File: src/rtl/ssd_debug_scanner_pkg.sv
// Shared seven-segment constants, debouncer states and the hex decoder.
package ssd_debug_scanner_pkg;

    localparam logic [6:0] SEG_BLANK = 7'h7F;
    localparam logic [6:0] SEG_DASH  = 7'b0111111;

    typedef enum logic [1:0] {
        DB_IDLE,
        DB_PRESS_WAIT,
        DB_HELD,
        DB_RELEASE_WAIT
    } db_state_t;

    // Active-low segments ordered {g,f,e,d,c,b,a}
    function automatic logic [6:0] hex2seg(input logic [3:0] nib);
        logic [6:0] s;
        case (nib)
            4'h0:    s = 7'b1000000;
            4'h1:    s = 7'b1111001;
            4'h2:    s = 7'b0100100;
            4'h3:    s = 7'b0110000;
            4'h4:    s = 7'b0011001;
            4'h5:    s = 7'b0010010;
            4'h6:    s = 7'b0000010;
            4'h7:    s = 7'b1111000;
            4'h8:    s = 7'b0000000;
            4'h9:    s = 7'b0010000;
            4'hA:    s = 7'b0001000;
            4'hB:    s = 7'b0000011;
            4'hC:    s = 7'b1000110;
            4'hD:    s = 7'b0100001;
            4'hE:    s = 7'b0000110;
            default: s = 7'b0001110;
        endcase
        return s;
    endfunction

endpackage

File: src/rtl/ssd_debug_scanner_step_debouncer.sv
// Step button conditioner: 2-flop synchroniser, press/release
// debounce FSM and a single-cycle pulse per accepted press.
module step_debouncer
    import ssd_debug_scanner_pkg::*;
#(
    parameter int DEBOUNCE_CYC = 500000
) (
    input  logic clk,
    input  logic rst,
    input  logic btn,
    output logic pulse
);

    localparam int CW = (DEBOUNCE_CYC > 1) ? $clog2(DEBOUNCE_CYC) : 1;
    localparam logic [CW-1:0] TERM = CW'(DEBOUNCE_CYC - 1);

    logic            s1;
    logic            s2;
    logic [CW-1:0]   cnt;
    db_state_t       st;

    always_ff @(posedge clk or posedge rst) begin
        if (rst) begin
            s1    <= 1'b0;
            s2    <= 1'b0;
            cnt   <= '0;
            st    <= DB_IDLE;
            pulse <= 1'b0;
        end else begin
            s1    <= btn;
            s2    <= s1;
            pulse <= 1'b0;
            unique case (st)
                DB_IDLE: begin
                    if (s2) begin
                        st  <= DB_PRESS_WAIT;
                        cnt <= '0;
                    end
                end
                DB_PRESS_WAIT: begin
                    if (!s2) begin
                        st <= DB_IDLE;
                    end else if (cnt == TERM) begin
                        st    <= DB_HELD;
                        pulse <= 1'b1;
                    end else begin
                        cnt <= cnt + 1'b1;
                    end
                end
                DB_HELD: begin
                    if (!s2) begin
                        st  <= DB_RELEASE_WAIT;
                        cnt <= '0;
                    end
                end
                DB_RELEASE_WAIT: begin
                    // A bounce back high re-enters HELD, never re-arms
                    if (s2) begin
                        st <= DB_HELD;
                    end else if (cnt == TERM) begin
                        st <= DB_IDLE;
                    end else begin
                        cnt <= cnt + 1'b1;
                    end
                end
                default: st <= DB_IDLE;
            endcase
        end
    end

endmodule

File: src/rtl/ssd_debug_scanner.sv
// Board-debug front end: step button conditioning plus a multiplexed
// seven-segment view of a selectable probe channel nibble window.
module ssd_debug_scanner
    import ssd_debug_scanner_pkg::*;
#(
    parameter int DIGITS       = 4,
    parameter int NUM_CH       = 4,
    parameter int REFRESH_DIV  = 50000,
    parameter int DEBOUNCE_CYC = 500000,
    parameter int LEAD_BLANK   = 0
) (
    input  logic                  clk50M,
    input  logic                  rst,
    input  logic                  step_btn,
    output logic                  step_pulse,
    input  logic [((NUM_CH > 1) ? $clog2(NUM_CH) : 1)-1:0] ch_sel,
    input  logic [2:0]            win_sel,
    input  logic [32*NUM_CH-1:0]  probe_data,
    output logic [6:0]            C,
    output logic [DIGITS-1:0]     AN
);

    localparam int CSW = (NUM_CH > 1) ? $clog2(NUM_CH) : 1;
    localparam int W   = 4 * DIGITS;
    localparam int RW  = (REFRESH_DIV > 1) ? $clog2(REFRESH_DIV) : 1;
    localparam int IW  = (DIGITS > 1) ? $clog2(DIGITS) : 1;
    localparam logic [RW-1:0] R_TERM = RW'(REFRESH_DIV - 1);
    localparam logic [IW-1:0] I_LAST = IW'(DIGITS - 1);

    logic [RW-1:0]     rcnt;
    logic [IW-1:0]     idx;
    logic [W-1:0]      snap;
    logic              snap_bad;
    logic [31:0]       chan;
    logic              sel_bad;
    logic [7:0]        sh;
    logic [W-1:0]      win;
    logic [W-1:0]      shd;
    logic              blank;
    logic [6:0]        seg_nxt;
    logic [DIGITS-1:0] an_nxt;

    step_debouncer #(
        .DEBOUNCE_CYC (DEBOUNCE_CYC)
    ) u_db (
        .clk   (clk50M),
        .rst   (rst),
        .btn   (step_btn),
        .pulse (step_pulse)
    );

    always_comb begin
        chan = '0;
        for (int k = 0; k < NUM_CH; k++) begin
            if (ch_sel == CSW'(k)) chan = probe_data[32*k +: 32];
        end
        sel_bad = int'(ch_sel) >= NUM_CH;
        sh      = 8'(win_sel) * 8'(W);
        win     = (sh >= 8'd32) ? '0 : W'(chan >> sh);
    end

    // Current digit and everything above it sit in the low bits of shd
    always_comb begin
        shd     = snap >> {idx, 2'b00};
        blank   = (LEAD_BLANK != 0) && (idx != '0) && (shd == '0);
        seg_nxt = snap_bad ? SEG_DASH :
                  blank    ? SEG_BLANK : hex2seg(shd[3:0]);
        an_nxt  = ~(DIGITS'(1) << idx);
    end

    always_ff @(posedge clk50M or posedge rst) begin
        if (rst) begin
            rcnt     <= '0;
            idx      <= '0;
            snap     <= '0;
            snap_bad <= 1'b0;
            AN       <= '1;
            C        <= SEG_BLANK;
        end else begin
            AN <= an_nxt;
            C  <= seg_nxt;
            if (rcnt == R_TERM) begin
                rcnt <= '0;
                if (idx == I_LAST) begin
                    idx      <= '0;
                    snap     <= win;
                    snap_bad <= sel_bad;
                end else begin
                    idx <= idx + 1'b1;
                end
            end else begin
                rcnt <= rcnt + 1'b1;
            end
        end
    end

endmodule

File: config.mk
export PLATFORM = sky130hd
export DESIGN_NAME = ssd_debug_scanner
export DESIGN_NICKNAME = d
export VERILOG_FILES = /design/src/rtl/ssd_debug_scanner_pkg.sv /design/src/rtl/ssd_debug_scanner_step_debouncer.sv /design/src/rtl/ssd_debug_scanner.sv
export SDC_FILE = /design/constraint.sdc
export NUM_CORES = 1
export LEC_CHECK = 0
export CAP_MARGIN = 0
export CORE_MARGIN = 4
export CORE_UTILIZATION = 51
export DETAILED_ROUTE_END_ITERATION = 8
export DONT_BUFFER_PORTS = 1
export HOLD_SLACK_MARGIN = 0.05
export PLACE_DENSITY = 0.7
export SETUP_SLACK_MARGIN = 0.2
export SLEW_MARGIN = 20
export SYNTH_ARGS = -nofsm -noshare
export SYNTH_HDL_FRONTEND = slang
export SYNTH_HIERARCHICAL = 1
export SYNTH_SLANG_ARGS = --single-unit
File: constraint.sdc
create_clock -name clk50M -period 4 [get_ports clk50M]
set_input_delay 1.2 -clock clk50M [delete_from_list [all_inputs] [get_ports clk50M]]
set_output_delay 1.2 -clock clk50M [all_outputs]
set_load 0.03 [all_outputs]
==> flow_metrics.py, run 1 <==
metrics = {
    "outcome": {
        "status": "complete, no violations",
    },
    "clocking": {
        "cts.path.max_buffers": 2,
        "htreeDepth": 3,
        "cts_resized": 0,
        "cts_tree": "yes",
        "cts_setup_buffers": 0,
        "clkLatencyLatePin_ps": 340,
        "clockRootBuffer": "clkbuf_8",
        "cts.clk_slew.worst_paths_ps": 70,
        "cts.hold.buffers_added": 0,
        "numCtsBuffers": 9,
        "cts.sinks": 69,
    },
    "critical_path": {
        "critPathCaptureType": "flip-flop",
        "cp.required_ps": 4270,
        "worstReg2RegStart": "idx[0]$_DFFE_PP0N_",
        "crit_arrival_ps": 2800,
        "r2r_end": "snap[0]$_DFFE_PP0P_",
        "critPathLaunchType": "flip-flop",
        "critPathMaxFanout": 16,
        "rrSetupSlack_ps": 1480,
        "crit_type": "flip-flop to flip-flop",
        "rr_worst_depth": 6,
    },
    "global_route": {
        "met1_usage_pct": 28.9,
        "grt_max_degree": 50,
        "top_usage_layer": "met2",
        "grt_pass1_vias": 3799,
        "grt_use_met2_pct": 34.5,
        "grt_pass1_wl_um": 19600,
        "overflow": 0,
        "grt_use_total_pct": 22.3,
        "grtUsageMet3_pct": 6.03,
        "grt_antenna_before_repair": 1,
    },
    "timing": {
        "fin_tns_setup_ps": 0,
        "tightest_slew_ps": 931,
        "max_freq_mhz": 396,
        "fin_crit_sh_pct": 63.1,
        "slew_viol_final": 0,
        "post-route-min-period_ps": 2520,
        "hold_violations": 0,
        "whs_ps": 363,
        "finalClockSkew_ps": 8.92,
        "setup_viol": 0,
        "max_slew_margin_pct": 37.9,
        "rsz0062_at_grt": "false",
    },
    "synth": {
        "synthFlopType": "dfrtp_1",
        "synth_fp_nets": 656,
        "avgSynthCellArea_um2": 9.21,
        "netlist_area_mm2": 0.00468,
        "synthDistinctLibCells": 68,
        "ys_seq_area_share_pct": 37.2,
        "synth_edf_count": 0,
        "async_flop_share_pct": 100,
        "ys_warn_count": 6,
        "ys_seq_elements": 69,
        "synthCells": 508,
    },
    "hold_path": {
        "hold_path_end": "u_db/s2$_DFF_PP0_",
        "min_from": "u_db/s1$_DFF_PP0_",
        "hold_path_depth": 0,
        "hp-class": "flip-flop to flip-flop",
    },
    "run": {
        "maxCapViolCount": 0,
    },
    "layout": {
        "drive_above_1_share_pct": 10.3,
        "nFillCells": 808,
        "seq_area_mm2": 0.00174,
        "multi_input_area_mm2": 0.00271,
        "areaGrowthSynthToFinish_pct": 4.60,
        "final_cells": 606,
        "nets": 640,
        "postLayoutCoreUtil_pct": 55.6,
    },
    "power_and_ir_drop": {
        "pwr-share-comb_pct": 9.5,
        "p_int_w": 0.00111,
        "p_seq_share_pct": 49.6,
        "p_sw_w": 0.000344,
        "peakVddDrop_mv": 0.169,
        "power.leakage_nw": 2.03,
        "power_frac_clock_pct": 40.9,
        "p_per_area_mw_per_mm2": 296,
        "p_sw_share_pct": 23.7,
    },
    "floorplanning": {
        "io-pin-count": 148,
        "rows": 34,
        "coreArea_mm2": 0.00881,
        "die_h_um": 104,
        "start_util_pct": 53.1,
        "dieWidth_um": 104,
        "dieArea_mm2": 0.0108,
    },
    "placement": {
        "place_hpwl_um": 9570,
        "place_inst": 589,
        "io_buffers": 0,
        "gp_congestion": 0.929,
    },
    "routing": {
        "ant_nets": 0,
        "drt_pass1_iterations": 5,
        "vias": 3993,
        "wire_per_inst_um": 20.3,
        "drc": 0,
        "wirelength_um": 12300,
        "vias_per_cell": 6.59,
        "drt_iter0_drc": 297,
    },
}
## registers in the layout (all words and copies together) (netlist names), named ones only
signal / flops
u_db/cnt: 19
rcnt: 16
snap: 16
C: 7
AN: 4
idx: 2
u_db/pulse: 1
u_db/s1: 1
u_db/s2: 1
u_db/st: 1
## power groups by stage
stage | registers (W) | clock network [W] | logic (W)
6_report | 0.000719 | 0.000592 | 0.000138
2_1_floorplan | 0.000727 | 0 | 0.000131
3_3_place_gp | 0.000731 | 0 | 0.000134
4_1_cts | 0.000719 | 0.000601 | 0.000138
3_5_place_dp | 0.000731 | 0 | 0.000138
5_1_grt | 0.000720 | 0.000639 | 0.000153
## cells by family after synthesis
family,Yosys count,synth area share [%]
AND/OR/NAND/NOR,188,21.6
buffers and inverters,50,4.84
multiplexers,38,9.76
AO/OA/AOI/OAI,136,20.6
adder cells (fa/ha/maj),12,3.21
XOR/XNOR,15,2.81
flip-flops,69,37.2
## worst max-delay path, stage by stage (launching register included)
cell	delay (ps)
dfrtp_1	530
ha_1	220
and4_1	190
nand4_1	450
nor3_4	670
o221ai_1	240
o21ai_1	150
## cell usage after synthesis, drive strengths merged (12+ instances only)
library cell,n,area share (%)
nand2,69,5.5
dfrtp,58,31
o21ai,41,4.5
nor2,34,2.7
inv,19,1.5
mux2i,19,4.1
buf,17,2.2
a21oi,16,1.7
mux2,15,3.6
clkbuf,12,0.96
ha,12,3.2
## through the flow
step	total power [W]	setup slack [ps]	instance area [um^2]
2_1_floorplan	0.000858	1560	4680
3_3_place_gp	0.000865	1610	4680
3_5_place_dp	0.000869	1420	4680
4_1_cts	0.00146	1420	4890
5_1_grt	0.00151	1190	4890
6_report	0.00145	1480	4890
## cell usage in the layout, fill, tap and decap left out, types with 5 or more instances in the layout
| master | n |
|---|---|
| and2_1 | 7 |
| a21o_1 | 8 |
| inv_1 | 17 |
| o2111ai_1 | 6 |
| o21ai_0 | 19 |
| nor4bb_1 | 8 |
| a32o_1 | 6 |
| a221oi_1 | 6 |
| o21ai_1 | 20 |
| nor2_1 | 34 |
| dfstp_2 | 11 |
| a22oi_1 | 6 |
| xnor2_1 | 8 |
| dfrtp_1 | 58 |
| a21oi_1 | 16 |
| nand3_1 | 11 |
| clkbuf_8 | 12 |
| xor2_1 | 7 |
| nor4_1 | 5 |
| o32a_1 | 6 |
| o22ai_1 | 6 |
| nand2b_1 | 9 |
| mux2i_1 | 19 |
| ha_1 | 12 |
| a221o_1 | 6 |
| mux2_2 | 13 |
| nand4_1 | 10 |
| nand2_1 | 69 |
| nor3_1 | 5 |
## per-layer routing
metal | share of wire, % | wire length, um | vias to the layer above
met5 | 0 | 0 | -
met4 | 3.4 | 420 | 0
met3 | 8.4 | 1040 | 30
met2 | 47 | 5790 | 205
met1 | 41 | 5070 | 1888
li1 | - | - | 1870
## cell type report
cell class	instances	area share, %
timing repair buffer	2	0.307
sequential	69	35.6
multi-input combinational	389	55.4
clock inverter	4	0.920
inverter	21	1.61
tap	108	2.76
clock buffer	12	3.37
antenna	1	0.0511
## worst max path at each step
| stage | startpoint | to | slack, ps | cells after the start |
|---|---|---|---|---|
| floorplan | ch_sel[1] | snap[5]$_DFFE_PP0P_ | 1560 | 7 |
| global placement | idx[0]$_DFFE_PP0N_ | snap[0]$_DFFE_PP0P_ | 1610 | 6 |
| detailed placement | idx[0]$_DFFE_PP0N_ | snap[1]$_DFFE_PP0P_ | 1420 | 6 |
| CTS | idx[0]$_DFFE_PP0N_ | snap[1]$_DFFE_PP0P_ | 1420 | 6 |
| global route | rcnt[13]$_DFF_PP0_ | snap[0]$_DFFE_PP0P_ | 1190 | 5 |
| finish | idx[0]$_DFFE_PP0N_ | snap[0]$_DFFE_PP0P_ | 1480 | 6 |
(Power assumes the default switching activity.)
==> run 2, diff against run 1 <==
--- a/config.mk
+++ b/config.mk
@@ -11,7 +11,7 @@
 export DETAILED_ROUTE_END_ITERATION = 8
 export DONT_BUFFER_PORTS = 1
 export HOLD_SLACK_MARGIN = 0.05
-export PLACE_DENSITY = 0.7
+export PLACE_DENSITY = 0.73
 export SETUP_SLACK_MARGIN = 0.2
 export SLEW_MARGIN = 20
 export SYNTH_ARGS = -nofsm -noshare
==> constraint.sdc (replaced) <==
create_clock -name clk50M -period 2.3 [get_ports clk50M]
set_input_delay 0.69 -clock clk50M [delete_from_list [all_inputs] [get_ports clk50M]]
set_output_delay 0.69 -clock clk50M [all_outputs]
set_load 0.03 [all_outputs]
==> run 2 against run 1 <==
  * Sequential power grew 74%
  * Wire length grew 1.2%
  * Critical endpoint is now C[3]$_DFF_PP1_
  * Global-route usage grew 0.52 points
  * Cell count grew 1.3%
  * First-iteration DRC count shrank 9.8%
  * Die area is the same
  * Register-to-register slack lost 1100 ps
  * Worst hold slack lost 77 ps
  * Non-clock buffer count grew 9
  * Total power grew 75%
  * Clock skew is essentially flat
==> flow_metrics.py, run 2 (synthesized netlist as in run 1, its figures left out) <==
metrics = {
    "outcome": {
        "status": "complete, no violations",
    },
    "layout": {
        "top_register": "u_db/cnt",
        "nets": 649,
        "areaGrowthSynthToFinish_pct": 5.88,
        "postLayoutCoreUtil_pct": 56.3,
        "nFillCells": 776,
        "final_cells": 614,
        "drive_above_1_share_pct": 12.5,
        "largest_registers": "u_db/cnt: 19 flops, rcnt: 16 flops, snap: 16 flops",
        "mostFrequentLayoutCells": "nand2_1 (69), dfrtp_1 (57), nor2_1 (34), o21ai_1 (20)",
        "layout.cells.most_common": "nand2_1",
        "largest_reg_flops": 19,
        "n_antenna_cell": 0,
    },
    "power_and_ir_drop": {
        "p_total_w": 0.00253,
        "peakVddDrop_mv": 0.387,
        "p_per_area_mw_per_mm2": 511,
        "power.leakage_nw": 2.07,
    },
    "floorplanning": {
        "coreArea_mm2": 0.00881,
        "io-pin-count": 148,
        "rows": 34,
        "dieWidth_um": 104,
        "start_util_pct": 53.1,
        "die_h_um": 104,
        "dieArea_mm2": 0.0108,
    },
    "timing": {
        "whs_ps": 286,
        "rsz0062_at_grt": "false",
        "max_freq_mhz": 513,
        "finalClockSkew_ps": 8.83,
        "slew_viol_final": 0,
        "max_slew_margin_pct": 49.4,
        "fin_tns_setup_ps": 0,
        "setup_viol": 0,
        "fin_crit_sh_pct": 84.7,
        "tightest_slew_ps": 757,
        "post-route-min-period_ps": 1950,
        "hold_violations": 0,
    },
    "routing": {
        "drt_pass1_iterations": 5,
        "vias": 4034,
        "drc": 0,
        "wirelength_um": 12500,
        "wire_per_inst_um": 20.3,
        "ant_nets": 0,
        "vias_per_cell": 6.57,
        "drt_iter0_drc": 268,
    },
    "critical_path": {
        "crit_arrival_ps": 2200,
        "crit_type": "flip-flop to flip-flop",
        "cp.required_ps": 2550,
        "critPathCaptureType": "flip-flop",
        "critPathLaunchType": "flip-flop",
        "critPathMaxFanout": 7,
    },
    "global_route": {
        "overflow": 0,
        "grt_pass1_wl_um": 20200,
        "grt_pass1_vias": 3922,
        "grt_antenna_before_repair": 0,
        "grt_max_degree": 50,
        "grt_use_total_pct": 22.8,
    },
    "placement": {
        "gp_congestion": 0.915,
        "place_inst": 596,
        "io_buffers": 0,
        "place_hpwl_um": 9730,
    },
    "clocking": {
        "clockRootBuffer": "clkbuf_8",
        "cts.clk_slew.worst_paths_ps": 70,
        "numCtsBuffers": 9,
        "cts.path.max_buffers": 2,
        "cts.sinks": 69,
        "clkLatencyLatePin_ps": 330,
        "htreeDepth": 3,
        "cts_tree": "yes",
    },
    "run": {
        "maxCapViolCount": 0,
    },
    "hold_path": {
        "hp-class": "input pin to async pin",
    },
}
## run 2: final cells by class
cell class                 count  area (um^2)  area share [%]
multi-input combinational    389         2710            54.6
sequential                    69         1740            35.2
clock buffer                  13          169            3.41
tap                          108          135            2.73
timing repair buffer          11         82.6            1.67
inverter                      21         78.8            1.59
clock inverter                 3         42.5           0.859
## run 2: repair_timing
action | in CTS | in global routing
setup buffers | 0 | 2
endpoints found under the setup margin | 1 | 1
gates resized for setup | 1 | 2
hold buffers | 0 | 0
## run 2: layer usage
metal  global-route usage, %  vias up  share of wire [%]
met5                       0        -                  0
met2                    38.0      207                 49
met3                    5.22       23                7.5
li1                        -     1887                  -
met1                    29.5     1917                 41
met4                    7.60        0                2.4
## run 2: metrics by stage
stage	worst slack, ps	instance area (um^2)
floorplan	374	4680
global placement	297	4730
detailed placement	146	4730
CTS	229	4950
global route	208	4950
finish	351	4950
## run 2: path summary, 6_finish.rpt
check / end / slack [ps] / depth (start not counted) / from
min in group clk50M: u_db/s2$_DFF_PP0_ / 350 / 0 / u_db/s1$_DFF_PP0_
worst min-delay path: u_db/cnt[4]$_DFFE_PP0P_ / 290 / 2 / rst
worst min register to register: u_db/s2$_DFF_PP0_ / 350 / 0 / u_db/s1$_DFF_PP0_
worst max-delay path: C[3]$_DFF_PP1_ / 350 / 7 / idx[0]$_DFFE_PP0N_
max in group asynchronous: snap[7]$_DFFE_PP0P_ / 1370 / 2 / rst
worst max register to register: C[3]$_DFF_PP1_ / 350 / 7 / idx[0]$_DFFE_PP0N_
## run 2: critical path: stages, from the launching register on
cell and delay, ps:
dfrtp_2 450, mux4_2 600, inv_1 140, ha_1 260
nor2_1 80, a21oi_1 130, nor2_1 60, a31oi_1 150
## run 2: power by group
| group | switching (W) | total, W | internal (W) |
|---|---|---|---|
| clock | 0.000450 | 0.00104 | 0.000589 |
| combinational | 0.000132 | 0.000245 | 0.000113 |
| sequential | 0.0000167 | 0.00125 | 0.00123 |
| total | 0.000599 | 0.00253 | 0.00193 |
